[config.mk]
export PLATFORM = sky130hd
export DESIGN_NAME = mem_access_unit
export DESIGN_NICKNAME = d
export VERILOG_FILES = /design/src/rtl/mem_access_unit.sv
export SDC_FILE = /design/constraint.sdc
export NUM_CORES = 1
export LEC_CHECK = 0
export ABC_AREA = 1
export BUFFER_PORTS_ARGS = -buffer_cell sky130_fd_sc_hd__buf_2
export CORE_MARGIN = 1.5
export CORE_UTILIZATION = 46
export DETAILED_ROUTE_END_ITERATION = 12
export PLACE_DENSITY = 0.87
export RECOVER_POWER = 100
export SYNTH_ARGS = -nofsm -noshare
export SYNTH_HDL_FRONTEND = slang
export SYNTH_SLANG_ARGS = --single-unit
export TNS_END_PERCENT = 20
[constraint.sdc]
create_clock -name clk -period 1.5 [get_ports clk]
set_input_delay 0.075 -clock clk [delete_from_list [all_inputs] [get_ports clk]]
set_output_delay 0.075 -clock clk [all_outputs]
set_load 0.02 [all_outputs]
[src/rtl/mem_access_unit.sv]
// MEM-stage load/store front-end: byte-lane extraction for loads, read-modify-write
// for sub-word stores against a word-only data memory, and misalignment handling.
module mem_access_unit #(
    parameter bit MISALIGN_TRAP = 1'b1
) (
    input  logic        clk,
    input  logic        reset,
    input  logic        req_valid,
    input  logic [2:0]  req_op,
    input  logic [31:0] req_addr,
    input  logic [31:0] req_wdata,
    output logic        ready,
    output logic [31:0] load_data,
    output logic        load_valid,
    output logic        exc_misaligned,
    output logic [31:0] exc_addr,
    output logic [31:0] dm_addr,
    output logic [31:0] dm_wdata,
    output logic        dm_read,
    output logic        dm_write,
    input  logic [31:0] dm_rdata
);
    localparam logic [2:0] OP_LW = 3'd0, OP_LH = 3'd1, OP_LHU = 3'd2, OP_LB = 3'd3,
                           OP_LBU = 3'd4, OP_SW = 3'd5, OP_SH = 3'd6, OP_SB = 3'd7;

    typedef enum logic [0:0] {IDLE, RMW_WR} state_t;
    state_t state, state_nx;

    logic [31:0] rmw_addr, rmw_data;
    logic        accept, is_word, is_half, is_load, is_sub_st, misaligned, trap, go;
    logic [1:0]  off;
    logic [4:0]  sh;
    logic [31:0] lane, ext, wmask, merged;

    assign ready  = (state == IDLE) && !reset;
    assign accept = req_valid && ready;

    always_comb begin
        is_word    = (req_op == OP_LW) || (req_op == OP_SW);
        is_half    = (req_op == OP_LH) || (req_op == OP_LHU) || (req_op == OP_SH);
        is_load    = (req_op <= OP_LBU);
        is_sub_st  = (req_op == OP_SH) || (req_op == OP_SB);
        misaligned = is_word ? (req_addr[1:0] != 2'b00) : (is_half && req_addr[0]);
        trap       = MISALIGN_TRAP && misaligned;
        go         = accept && !trap;
        // Without trapping, the low bits are simply dropped to natural alignment.
        off        = is_word ? 2'b00 : (is_half ? {req_addr[1], 1'b0} : req_addr[1:0]);
        sh         = {off, 3'b000};
        lane       = dm_rdata >> sh;
        case (req_op)
            OP_LB:   ext = {{24{lane[7]}}, lane[7:0]};
            OP_LBU:  ext = {24'h0, lane[7:0]};
            OP_LH:   ext = {{16{lane[15]}}, lane[15:0]};
            OP_LHU:  ext = {16'h0, lane[15:0]};
            default: ext = dm_rdata;
        endcase
        wmask  = (is_half ? 32'h0000_FFFF : 32'h0000_00FF) << sh;
        merged = (dm_rdata & ~wmask) | ((req_wdata << sh) & wmask);
    end

    always_comb begin
        state_nx = state;
        dm_read  = 1'b0;
        dm_write = 1'b0;
        dm_addr  = {req_addr[31:2], 2'b00};
        dm_wdata = req_wdata;
        case (state)
            IDLE: begin
                if (go) begin
                    dm_read  = is_load || is_sub_st;
                    dm_write = (req_op == OP_SW);
                    if (is_sub_st) state_nx = RMW_WR;
                end
            end
            RMW_WR: begin
                dm_addr  = rmw_addr;
                dm_wdata = rmw_data;
                dm_write = !reset;  // a reset here drops the pending store
                state_nx = IDLE;
            end
            default: state_nx = IDLE;
        endcase
    end

    always_ff @(posedge clk) begin
        if (reset) begin
            state          <= IDLE;
            rmw_addr       <= 32'h0;
            rmw_data       <= 32'h0;
            load_data      <= 32'h0;
            load_valid     <= 1'b0;
            exc_misaligned <= 1'b0;
            exc_addr       <= 32'h0;
        end else begin
            state          <= state_nx;
            load_valid     <= go && is_load;
            exc_misaligned <= accept && trap;
            if (go && is_load) load_data <= ext;
            if (go && is_sub_st) begin
                rmw_addr <= {req_addr[31:2], 2'b00};
                rmw_data <= merged;
            end
            if (accept && trap) exc_addr <= req_addr;
        end
    end
endmodule

* Word-level counts from Yosys, hierarchy flattened
Cells that the tools add are included.
Word-level totals: bits in registers 129, input bits 102, output and inout port bits 133, logic and storage cells 53
Operators by class: $lt $le $gt $ge 1, equal/unequal tests 7, shift-type cells 3, multiplexer cells 14, bitwise operators 5, reductions and logical operators 16
Operators with widths (number):
- $pmux W32 S4 | 1
- $and A32 B32 Y32 | 2
- $mux W32 | 2
- $not A32 Y32 | 1
- $or A32 B32 Y32 | 1
- $shl A16 B5 Y32 | 1
- $shl A32 B5 Y32 | 1
- $shr A32 B5 Y16 | 1
- $mux W16 | 1
- $eq A3 B3 Y1 const B | 4
- $logic_and A1 B1 Y1 | 7
- $mux W1 | 7
- $eq A3 B2 Y1 const B | 2
- $logic_or A1 B1 Y1 | 5
- $pmux W1 S2 | 2
- $eq A3 B1 Y1 const B | 1
- $le A3 B3 Y1 const B | 1
- $logic_not A3 Y1 | 1
- $logic_not A1 Y1 | 2
- $mux W2 | 1
- $reduce_bool A2 Y1 | 1
- $not A1 Y1 | 1

* Logic depth before layout (Yosys ltp)
depth after elaboration 9, gate-level depth with buffers 13, depth with buffers taken out 11

* Least setup slack after synthesis
Ideal clock, no wire load.
kind reg2reg, start register state, end register load_data[24], setup time 112 ps, arrival 1669 ps, required time 1388 ps, setup slack -281 ps, cell stages (with the launch flop) 13, buffers on the path 2, period minus slack after synthesis 1781 ps, cell sequence dfxtp_1 > clkbuf_1 > nor2_1 > nand2_1 > inv_1 > nand3_2 > inv_2 > o21ai_2 > inv_2 > buf_2 > nand2_1 > o21ai_2 > inv_1
On the way: cells in the longest elaborated chain, start to end 5
Ends and longest elaborated chain:
- start: declaration | line 27 | state_t state, state_nx;
- start signal: assignment | line 95 | state <= state_nx;
- $not A1 Y1
- $logic_and A1 B1 Y1 | line 35 | assign ready = (state == IDLE) && !reset;
- via ready | line 12 | output logic ready,
- $logic_and A1 B1 Y1 | line 36 | assign accept = req_valid && ready;
- $logic_and A1 B1 Y1 | line 45 | go = accept && !trap;
- $logic_and A1 B1 Y1 | line 98 | if (go && is_load) load_data <= ext;
- end signal: assignment | line 98
- end: declaration | line 13 | output logic [31:0] load_data,
The timed path passes the listed nets, and every way through them passes these cells. A chain may end at the register's enable or synchronous reset.

* Final worst setup path
start register state, end output port dm_addr[16]
On the way: cells in the longest elaborated chain, start to end 1
Ends and longest elaborated chain:
- $mux W32 | line 67 | case (state)
- end: declaration | line 17 | output logic [31:0] dm_addr,
No other way between the ends.

==> flow_summary.yaml <==
status:
  status: "complete, but fails checks"
  violations: "setup timing"
floorplanning:
  rows: 43
  start_util: 0.476
  die_h_um: 123
  fp.dieW_um: 123
  io_pins: 235
  core-area_um2: 14000
  die_area_um2: 15200
finish:
  fill_cells: 1060
  area_growth_pct: 47.2
  layout.nets: 1406
  postLayoutCoreUtil: 0.701
  stdcell_count: 1498
  multiInputGateArea_um2: 3640
  layout-drive-gt1-share: 0.281
  register_area_um2: 2580
routing:
  drt_iter0_markers: 1105
  dr.pass1.iters: 6
  wl_per_cell_um: 18.2
  viasPerCell: 5.58
  vias: 8366
  drt_wl_total_um: 27300
  drc: 0
  drtAntennaViolNets: 0
yosys:
  ys.flop_type: "dfxtp_1"
  synth-edff-count: 0
  ys_seq_area_frac: 0.388
  synth.distinct_cells: 31
  synth_top_area_share: 0.388
  async_flop_share: 0
  ys_seq_elements: 129
  synth_top_area_cell: "dfxtp_1"
  synth.avg_cell_area_um2: 6.53
  synth_top_cells_by_area: "dfxtp_1 39%, nand2_1 15%, o21ai_0 13%, a21oi_1 6.8%, nor2_1 5.8%"
  synthesis.area_um2: 6660
  syn-instance-count: 1019
  ys_warn_count: 0
setup_path:
  crit_type: "reg2out"
  cp-start-kind: "register"
  arrival_ps: 1700
  cp_max_fo: 14
  endpoint_kind: "output port"
  worstPathRequired_ps: 1420
clock_network:
  clock_sinks: 129
  cts_buffers: 17
  htree_levels: 4
  cts_tree: "yes"
  insertion_delay_ps: 440
  path_clk_slew_ps: 60
  root_buffer: "clkbuf_16"
  cts.path.max_buffers: 2
placement:
  dp_hpwl_um: 16100
  pre_cts_slack_ps: -208
  dpl.cell_count: 1425
  portBuffers: 232
  gp_congestion: 0.927
timing:
  worst_hold_slack_ps: 21.7
  timing.fmax_mhz: 565
  period_minus_slack_ps: 1770
  drv_slew: 0
  fin_crit_sh: 1.18
  setup_slack_ps: -271
  setup_violations: 98
  fin_skew_ps: 17.1
  hold_viol: 0
  rsz0062_at_grt: "true"
power:
  ir_drop_uv: 818
  power_leakage_uw: 0.00449
  powerDensity_nw_per_um2: 1020
  power_uw: 10000
hold_path:
  hold_class: "in2reg"
global_routing:
  antenna_found_initial: 2
  grt_pass1_wl_um: 37500
  grt_start_max_net_pins: 79
  track_usage: 0.318
  grt_overflow: 0
  grt_pass1_vias: 7535
job:
  cap_viol_max_count: 0
## worst max-delay path, cell delays in order (launching register included)
cell     delay [ps]
dfxtp_2         340
buf_6           140
inv_12          100
buf_12          150
nand2_1         200
o21ai_1         180
buf_4           170
## logic make-up after synthesis
group,Yosys count,share of synthesized area
AND/OR/NAND/NOR,432,0.270
AO/OA/AOI/OAI,298,0.235
buffers and inverters,158,0.105
flip-flops,129,0.388
XOR/XNOR,1,0.00132
other,1,0.000563
## stage by stage
stage	cell area, um2	setup TNS [ps]
3_5_place_dp	8310	-8410
4_1_cts	9560	-4130
3_3_place_gp	8310	-4160
2_1_floorplan	6710	-524
5_1_grt	9800	-14790
6_report	9800	-3870
## per-layer routing
layer / track usage / routed length [um] / share of wire / vias up
li1: - / - / - / 3862
met1: 0.376 / 10100 / 0.37 / 3774
met2: 0.535 / 12900 / 0.47 / 590
met3: 0.0816 / 2930 / 0.11 / 138
met4: 0.156 / 1360 / 0.050 / 2
met5: 0 / 13 / 0.00048 / -
## state kept, by name (all words and copies together), names as in the netlist
signal / cells
rmw_data: 32
load_valid: 1
load_data: 32
exc_addr: 32
rmw_addr: 30
state: 1
exc_misaligned: 1
## placed cells by master (no fill, tap or decap), types with 2 or more instances in the layout
cell type	instances
buf_8	2
nand2_1	260
buf_12	17
nand2_4	2
o21ai_2	46
clkinvlp_4	2
nand3_4	5
buf_4	85
a21oi_1	89
o21ai_4	3
clkbuf_16	17
nand2_2	13
nor2_1	92
o21ai_1	77
inv_6	7
nand3_2	2
nor2_4	4
inv_2	7
nand3_1	41
nor2_2	12
buf_6	27
dlygate4sd3_1	32
clkbuf_1	66
inv_1	77
o211ai_1	2
clkinv_4	4
conb_1	2
o22ai_1	3
dfxtp_1	128
o21ai_0	75
buf_2	105
## cells in the mapped netlist (all sizes together) (2+ instances only)
master and number:
dfxtp 129, a21oi 91, clkbuf 35, o211ai 2
buf 36, o22ai 4, nand2 275, nand3 47
nor2 109, o21ai 201, inv 86
## final timing paths
kind / startpoint / end / slack (ps) / cells after the start
min reg2reg: rmw_addr[3]$_SDFFE_PP0P_ / rmw_addr[3]$_SDFFE_PP0P_ / 460 / 2
max: state$_SDFF_PN0_ / dm_addr[16] / -270 / 6
min: dm_rdata[25] / load_data[25]$_SDFFE_PP0P_ / 20 / 5
max reg2reg: state$_SDFF_PN0_ / exc_addr[19]$_SDFFE_PP0P_ / -180 / 9
## repair_timing
action / in CTS / in global routing
setup endpoints to repair: 137 / 170
hold buffers: 32 / 0
hold endpoints to repair: 60 / 0
gates resized for setup: 150 / 124
cloned: 1 / 1
setup buffers: 2 / 4
pin swaps: 7 / 7
## final cells by class
class / instances / share of cell area
Antenna cell: 1 / 0.000255
Clock inverter: 15 / 0.0152
Clock buffer: 17 / 0.0434
Timing Repair Buffer: 335 / 0.248
Inverter: 87 / 0.0351
Sequential cell: 129 / 0.264
Multi-Input combinational cell: 734 / 0.371
Tap cell: 180 / 0.0230
## power by group
group / internal (uW) / total (uW) / switching [uW]
combinational: 865 / 2300 / 1430
clock: 2330 / 4050 / 1730
sequential: 3590 / 3680 / 87.9
total: 6780 / 10000 / 3250
No activity file was read; power rests on OpenSTA's default activity.
